$ cat config.mk
export PLATFORM = sky130hd
export DESIGN_NAME = fetch_unit
export DESIGN_NICKNAME = d
export VERILOG_FILES = /design/src/rtl/ca_pkg.sv /design/src/rtl/fetch_unit.sv
export SDC_FILE = /design/constraint.sdc
export NUM_CORES = 1
export LEC_CHECK = 0
export BUFFER_PORTS_ARGS = -buffer_cell sky130_fd_sc_hd__buf_2
export CAP_MARGIN = 10
export CORE_ASPECT_RATIO = 0.7
export CORE_UTILIZATION = 45
export DETAILED_ROUTE_END_ITERATION = 12
export HOLD_SLACK_MARGIN = 0.08
export PLACE_DENSITY = 0.71
export SLEW_MARGIN = 20
export SYNTH_ARGS = -nofsm -noshare
export SYNTH_HDL_FRONTEND = slang
export SYNTH_SLANG_ARGS = --single-unit
$ cat constraint.sdc
create_clock -name clk -period 2.3 [get_ports clk]
set_input_delay 0 -clock clk [delete_from_list [all_inputs] [get_ports clk]]
set_output_delay 0 -clock clk [all_outputs]
set_load 0.01 [all_outputs]
$ cat src/rtl/ca_pkg.sv
// Shared pipeline definitions: fetch FSM states, NOP encoding, PC step and
// the word-alignment helper used for branch redirects.
package ca_pkg;

    typedef enum logic [1:0] {
        IDLE = 2'b00,
        WAIT = 2'b01,
        DROP = 2'b10
    } fetch_state_t;

    localparam logic [31:0] NOP_INST = 32'h0000_0000;
    localparam logic [31:0] PC_INC   = 32'd4;

    function automatic logic [31:0] word_align(input logic [31:0] addr);
        return addr & 32'hFFFF_FFFC;
    endfunction

endpackage

$ cat src/rtl/fetch_unit.sv
// Instruction-fetch stage: owns the PC, runs the imem req/ready handshake and
// keeps a one-entry output buffer that reads as a NOP bubble when empty.
module fetch_unit
    import ca_pkg::*;
#(
    parameter logic [31:0] RESET_PC = 32'h0000_0000
) (
    input  logic        clk,
    input  logic        rst,
    input  logic        freeze,
    input  logic        branchTaken,
    input  logic [31:0] branchAddr,
    output logic        imemReq,
    output logic [31:0] imemAddr,
    input  logic        imemReady,
    input  logic [31:0] imemData,
    output logic        instValid,
    output logic [31:0] pcOut,
    output logic [31:0] instOut
);

    fetch_state_t state_r;
    logic [31:0]  pc_r;
    logic [31:0]  req_addr_r;
    logic         valid_r;
    logic [31:0]  inst_r;
    logic [31:0]  pc_plus4_r;

    logic         consume_s;
    logic         can_issue_s;
    logic [31:0]  pc_next_s;
    logic         req_s;
    logic [31:0]  addr_s;

    assign consume_s   = valid_r && !freeze;
    assign can_issue_s = !rst && !branchTaken && (!valid_r || !freeze);
    assign pc_next_s   = pc_r + PC_INC;

    // Request and address seen by memory; held stable while a transfer is outstanding.
    always_comb begin
        req_s  = 1'b0;
        addr_s = pc_r;
        if (rst) begin
            req_s  = 1'b0;
            addr_s = RESET_PC;
        end else begin
            case (state_r)
                IDLE: begin
                    req_s  = can_issue_s;
                    addr_s = pc_r;
                end
                WAIT, DROP: begin
                    req_s  = 1'b1;
                    addr_s = req_addr_r;
                end
                default: begin
                    req_s  = 1'b0;
                    addr_s = pc_r;
                end
            endcase
        end
    end

    assign imemReq   = req_s;
    assign imemAddr  = addr_s;
    assign instValid = valid_r;
    assign instOut   = inst_r;
    assign pcOut     = pc_plus4_r;

    // Fetch FSM, PC and output buffer. The buffer payload is zeroed whenever it
    // empties so instOut/pcOut read as NOP/0 straight from the registers.
    always_ff @(posedge clk) begin
        if (rst) begin
            state_r    <= IDLE;
            pc_r       <= RESET_PC;
            req_addr_r <= RESET_PC;
            valid_r    <= 1'b0;
            inst_r     <= NOP_INST;
            pc_plus4_r <= 32'h0000_0000;
        end else if (branchTaken) begin
            pc_r       <= word_align(branchAddr);
            valid_r    <= 1'b0;
            inst_r     <= NOP_INST;
            pc_plus4_r <= 32'h0000_0000;
            case (state_r)
                IDLE:    state_r <= IDLE;
                WAIT:    state_r <= imemReady ? IDLE : DROP;
                DROP:    state_r <= DROP;
                default: state_r <= IDLE;
            endcase
        end else begin
            case (state_r)
                IDLE: begin
                    if (can_issue_s) begin
                        req_addr_r <= pc_r;
                        if (imemReady) begin
                            valid_r    <= 1'b1;
                            inst_r     <= imemData;
                            pc_plus4_r <= pc_next_s;
                            pc_r       <= pc_next_s;
                        end else begin
                            state_r <= WAIT;
                            if (consume_s) begin
                                valid_r    <= 1'b0;
                                inst_r     <= NOP_INST;
                                pc_plus4_r <= 32'h0000_0000;
                            end
                        end
                    end
                end
                WAIT: begin
                    if (imemReady) begin
                        valid_r    <= 1'b1;
                        inst_r     <= imemData;
                        pc_plus4_r <= pc_next_s;
                        pc_r       <= pc_next_s;
                        state_r    <= IDLE;
                    end else if (consume_s) begin
                        valid_r    <= 1'b0;
                        inst_r     <= NOP_INST;
                        pc_plus4_r <= 32'h0000_0000;
                    end
                end
                DROP: begin
                    // Squashed transfer: the late word is thrown away.
                    if (imemReady) begin
                        state_r <= IDLE;
                    end
                    if (consume_s) begin
                        valid_r    <= 1'b0;
                        inst_r     <= NOP_INST;
                        pc_plus4_r <= 32'h0000_0000;
                    end
                end
                default: begin
                    state_r    <= IDLE;
                    valid_r    <= 1'b0;
                    inst_r     <= NOP_INST;
                    pc_plus4_r <= 32'h0000_0000;
                end
            endcase
        end
    end

endmodule

# Yosys cells after proc, flatten, opt, wreduce, memory -nomap -nowiden
# Index checks and enable logic that the tools add are counted.
[op_classes] add_sub_neg=1 mul=0 div_mod_pow=0 magnitude_cmp=0 n_eq_ne=6 shift=0 mux=27 bitwise_logic=1 reduce_logical=17
[op_table] operator="$mux 32" count=11
[op_table] operator="$pmux 32 s3" count=2
[op_table] operator="$pmux 32 s2" count=1
[op_table] operator="$add 32x3->32 const B" count=1
[op_table] operator="$mux 2" count=5
[op_table] operator="$pmux 2 s2" count=2
[op_table] operator="$ne 3x3->1 const B" count=2
[op_table] operator="$reduce_and 3->1" count=2
[op_table] operator="$logic_not 1->1" count=4
[op_table] operator="$mux 1" count=4
[op_table] operator="$reduce_and 2->1" count=2
[op_table] operator="$reduce_or 2->1" count=2
[op_table] operator="$logic_and 1x1->1" count=3
[op_table] operator="$ne 3x1->1 const B" count=1
[op_table] operator="$pmux 1 s3" count=1
[op_table] operator="$reduce_bool 3->1" count=1
[op_table] operator="$eq 2x1->1 const B" count=1
[op_table] operator="$eq 2x2->1 const B" count=1
[op_table] operator="$logic_not 2->1" count=1
[op_table] operator="$ne 2x2->1 const B" count=1
[op_table] operator="$pmux 1 s2" count=1
[op_table] operator="$reduce_bool 2->1" count=1
[op_table] operator="$logic_or 1x1->1" count=1
[op_table] operator="$not 1->1" count=1
[totals] reg_bits=131 latch_bits=0 ram_bits=0 mem_bits_ro=0 in_bits=69 output_inout_bits=98 elab_cells=59 memories=0

# Depth between registers and ports, before layout
[logic_depth] ltp_word=6 ltp_mapped=9 ltp_nobuf=7

# Worst setup path before layout
# Ideal clock, no wire load.
[synth_timing] kind="register to register" from="register state_r[0]" to="register pc_r[22]" setup_time_ps=115 t_arrival_ps=1748 required_ps=2185 setup_slack_ps=437 path_stages_with_launch=9 path_buffers=2 period_less_slack_ps=1863 cell_sequence="dfxtp_1 > inv_1 > ha_1 > buf_1 > a21oi_2 > buf_2 > nand4_1 > xnor2_1 > o21a_1"
[synth_via] elab_chain_cells=3 elab_cells_between_ends=7 cone_classes="eq/ne (2); mux (2); reduce/logical (3)"
[synth_rtl] item="start: declaration" line_no="fetch_unit.sv:22" rtl="fetch_state_t state_r;"
[synth_rtl] item="start signal: assignment" line_no="fetch_unit.sv:87" rtl="WAIT: state_r <= imemReady ? IDLE : DROP;"
[synth_rtl] item="$eq 2x1->1 / $logic_not 2->1 (equally long branches)" line_no="fetch_unit.sv:92" rtl="case (state_r)"
[synth_rtl] item="$pmux 32 s2 (tied with other cells)" line_no="fetch_unit.sv:92"
[synth_rtl] item="$mux 32 / $reduce_and 2->1 (equally long branches)"
[synth_rtl] item="end signal: assignment" line_no="fetch_unit.sv:81" rtl="pc_r <= word_align(branchAddr);"
[synth_rtl] item="end signal: assignment" line_no="fetch_unit.sv:100" rtl="pc_r <= pc_next_s;"
[synth_rtl] item="end signal: assignment" line_no="fetch_unit.sv:116" rtl="pc_r <= pc_next_s;"
[synth_rtl] item="end: declaration" line_no="fetch_unit.sv:23" rtl="logic [31:0] pc_r;"
# Several ways; a longest one is shown, not always the timed one.
# A chain may end at the register's enable or synchronous reset.

# Final worst setup path
[layout_timing] from="register state_r[0]" to="output port imemReq"
[layout_via] elab_chain_cells=4 elab_cells_between_ends=6 cone_classes="eq/ne (2); mux (2); reduce/logical (2)"
[layout_rtl] item="$eq 2x2->1 / $eq 2x1->1 (equally long branches)" line_no="fetch_unit.sv:47" rtl="case (state_r)"
[layout_rtl] item="$reduce_or 2->1 (no line)"
[layout_rtl] item="$pmux 1 s2 (*)" line_no="fetch_unit.sv:47"
[layout_rtl] item="$mux 1 (*)" line_no="fetch_unit.sv:43" rtl="if (rst) begin"
[layout_rtl] item="end: declaration" line_no="fetch_unit.sv:13" rtl="output logic imemReq,"
# Every way passes the cells marked *; elsewhere a longest branch is shown, timed or not.

==> flow_summary.json <==
{
  "yosys.area.top_type": "dfxtp_1",
  "fmax_mhz": 454,
  "regToRegStartpoint": "state_r[0]",
  "synth_cell_type_count": 45,
  "peakVddDrop_uv": 556,
  "ant_nets": 0,
  "p_int_w": 0.00425,
  "n_antenna_cell": 0,
  "ys_warn_count": 0,
  "drc_errors": 0,
  "cts_max_path_buffers": 2,
  "maxCapViolCount": 0,
  "p_leak_nw": 3.64,
  "cts-root-buf": "clkbuf_16",
  "place_hpwl_mm": 11.4,
  "skew_ns": 0.00898,
  "grt_max_degree": 80,
  "pre_cts_slack_ns": 0.0838,
  "drive_above_1_share_pct": 26.4,
  "worst_setup_path_start_kind": "flop",
  "die_h_um": 98.9,
  "nNetsFinal": 961,
  "cts_tree": "done",
  "async_flop_share_pct": 0,
  "cts_sinks": 127,
  "relSlewSlack_pct": 47.1,
  "reg2reg_depth": 8,
  "path_class": "flop to output pin",
  "regArea_um2": 2540,
  "synthCells": 680,
  "critical-path-max-stage-delay_ns": 0.33,
  "cts_made_buffers": 17,
  "slew_violations": 0,
  "clkPwrFrac_pct": 47.0,
  "status": "completed",
  "routed_wl_mm": 17.9,
  "seqPwrFrac_pct": 41.0,
  "layoutNonFillerInstCount": 1062,
  "r2r_setup_slack_ns": 0.17,
  "antenna_found_initial": 0,
  "placed_area_um2": 6980,
  "p_comb_share_pct": 12.0,
  "worstSetupPathDepth": 8,
  "post_drt_via_cell_ratio": 5.42,
  "p_switching_w": 0.00148,
  "path_clk_slew_ns": 0.06,
  "fin_ws_ns": 0.0970,
  "gp_congestion": 0.905,
  "powerDensity_nw_per_um2": 697,
  "ys_seq_elements": 127,
  "overflow": 0,
  "synth-edff-count": 0,
  "htreeDepth": 4,
  "crit_top_cell": "buf_4",
  "arrival_ns": 2.20,
  "crit_start": "state_r[0]",
  "ys_seq_area_share_pct": 42.1,
  "start_util_pct": 47.3,
  "grtUsageTotal_pct": 26.2,
  "multi_input_area_um2": 3050,
  "worstPathMaxFanout": 19,
  "rows": 34,
  "fin_crit_ns": 2.20,
  "syn_area_per_cell_um2": 8.87,
  "n_fill_cell": 1034,
  "hold-path-cell-count": 4,
  "r2r-end": "pc_r[29]",
  "cp_slowest_cell": "dfxtp_1",
  "tightest_slew_ns": 0.794,
  "synthTopCellsByArea": "dfxtp_1, a22o_1, xnor2_1, mux2i_1, nand2_1",
  "dieWidth_um": 140,
  "crit_family": "buffers and inverters",
  "path_buf_inv": 4,
  "fin_crit_sh_pct": 95.8,
  "hold_viol": 0,
  "finalSetupTns_ns": 0,
  "die_area_um2": 13900,
  "placed_cells": 965,
  "synth_top_area_share_pct": 42.1,
  "vias": 5751,
  "synth_area_um2": 6030,
  "io_buffers": 162,
  "worstSkewPairLatency_ns": 0.42,
  "first_pass_iters": 5,
  "final_util_pct": 64.5,
  "area_growth_syn_to_layout_pct": 36.3,
  "ys.flop_type": "dfxtp_1",
  "cp.required_ns": 2.30,
  "drt_iter0_drc": 380,
  "endpoint": "imemReq",
  "grt_pass1_wl_mm": 28.5,
  "crit_chain": "inv_1 > ha_2 > buf_4 > and3_1 > buf_4 > nor2_1 > nor3_1 > buf_2",
  "top_level_ports": 167,
  "wl_per_cell_um": 16.9,
  "grt_pass1_vias": 5625,
  "final_area_um2": 8230,
  "coreArea_um2": 12800,
  "sw_frac_of_total_pct": 25.8,
  "setup_viol": 0,
  "endpoint_kind": "output pin",
  "hp-class": "input pin to flop"
}
==> cell type report <==
class,instances,area share [%]
Multi-Input combinational cell,457,37.0
Sequential cell,127,30.9
Timing Repair Buffer,259,21.3
Clock buffer,19,5.51
Tap cell,162,2.46
Clock inverter,13,1.69
Inverter,25,1.14
==> layout by cell type, fill, tap and decap left out, types with 3 or more instances in the layout <==
cell type / instances
buf_2: 162
dfxtp_1: 127
nand2_1: 81
dlygate4sd3_1: 64
a22o_1: 63
a21oi_1: 55
nor2_1: 48
xnor2_1: 44
mux2i_1: 36
buf_4: 29
inv_1: 25
nand3_1: 23
o21a_1: 20
clkbuf_16: 17
nand4_1: 15
xor2_1: 12
and3_1: 7
nor3_1: 6
nor2b_1: 5
clkinvlp_4: 5
and4_1: 4
ha_1: 4
buf_12: 4
a211oi_1: 3
clkinv_2: 3
==> registers in the layout, indices dropped and copies added (netlist names) <==
name and flops:
pc_r 30, state_r 2, instValid 1, pcOut 32, instOut 32, req_addr_r 30
==> tightest hold or removal path: cells and delay by family <==
kind,cells,cell delay (ns)
buf+inv,2,0.31
compound gates,2,0.17
==> per-stage QoR <==
step           hold slack (ns)  total power, W
2_1_floorplan            0.125         0.00276
3_3_place_gp             0.210         0.00296
3_5_place_dp             0.214         0.00298
4_1_cts                 0.0938         0.00574
5_1_grt                  0.123         0.00592
6_report                 0.113         0.00573
==> per-layer routing <==
layer	track usage, %	routed length (µm)	up-vias
met4	8.79	342	0
li1	-	-	2747
met2	41.8	8230	235
met3	6.37	1210	35
met1	34.7	8150	2734
met5	0	0	-
==> worst min-delay path by stage <==
stage,start,endpoint
3_3_place_gp,imemData[31],instOut[31]
4_1_cts,rst,pc_r[24]
6_report,rst,pc_r[24]
5_1_grt,rst,pc_r[24]
3_5_place_dp,imemData[19],instOut[19]
2_1_floorplan,branchAddr[29],pc_r[29]
==> cell families after synthesis <==
logic type	after synthesis	share of synthesized area (%)
simple gates	201	16.2
compound gates	156	18.6
mux	37	6.16
buf+inv	97	7.73
flops	127	42.1
other cells	1	0.0621
xor+xnor	56	8.13
fa+ha+maj	5	1.04
==> timing repair <==
action,in CTS,in global routing
resized for setup,0,1
hold buffers,64,0
buffers inserted,0,1
setup endpoints to repair,0,53
hold endpoints to repair,65,0
==> cells in the mapped netlist, types with 2 or more instances <==
cell      number
buf_6          7
and2_1         3
a22oi_1        2
nand3_1       23
a22o_1        63
xnor2_1       44
nor4_1         2
nand2_1       81
and4_1         4
nor3_1         7
ha_1           5
buf_4          4
buf_1          5
o21a_1        20
o21ai_0        2
nor4_4         2
dfxtp_1      127
clkbuf_1      28
a21oi_1       55
buf_2         28
xor2_1        12
a211oi_1       3
mux2i_1       36
nor2b_1        5
nand4_1       15
and3_1         7
nor2_1        48
inv_1         25
==> power by group through the flow <==
stage                     logic (W)  clock network (W)  registers, W
after global placement     0.000571                  0       0.00239
final                      0.000687            0.00269       0.00235
after detailed placement   0.000585                  0       0.00239
after global routing       0.000743            0.00282       0.00236
after CTS                  0.000676            0.00271       0.00235
after floorplan            0.000405                  0       0.00236
(Power assumes the default switching activity.)
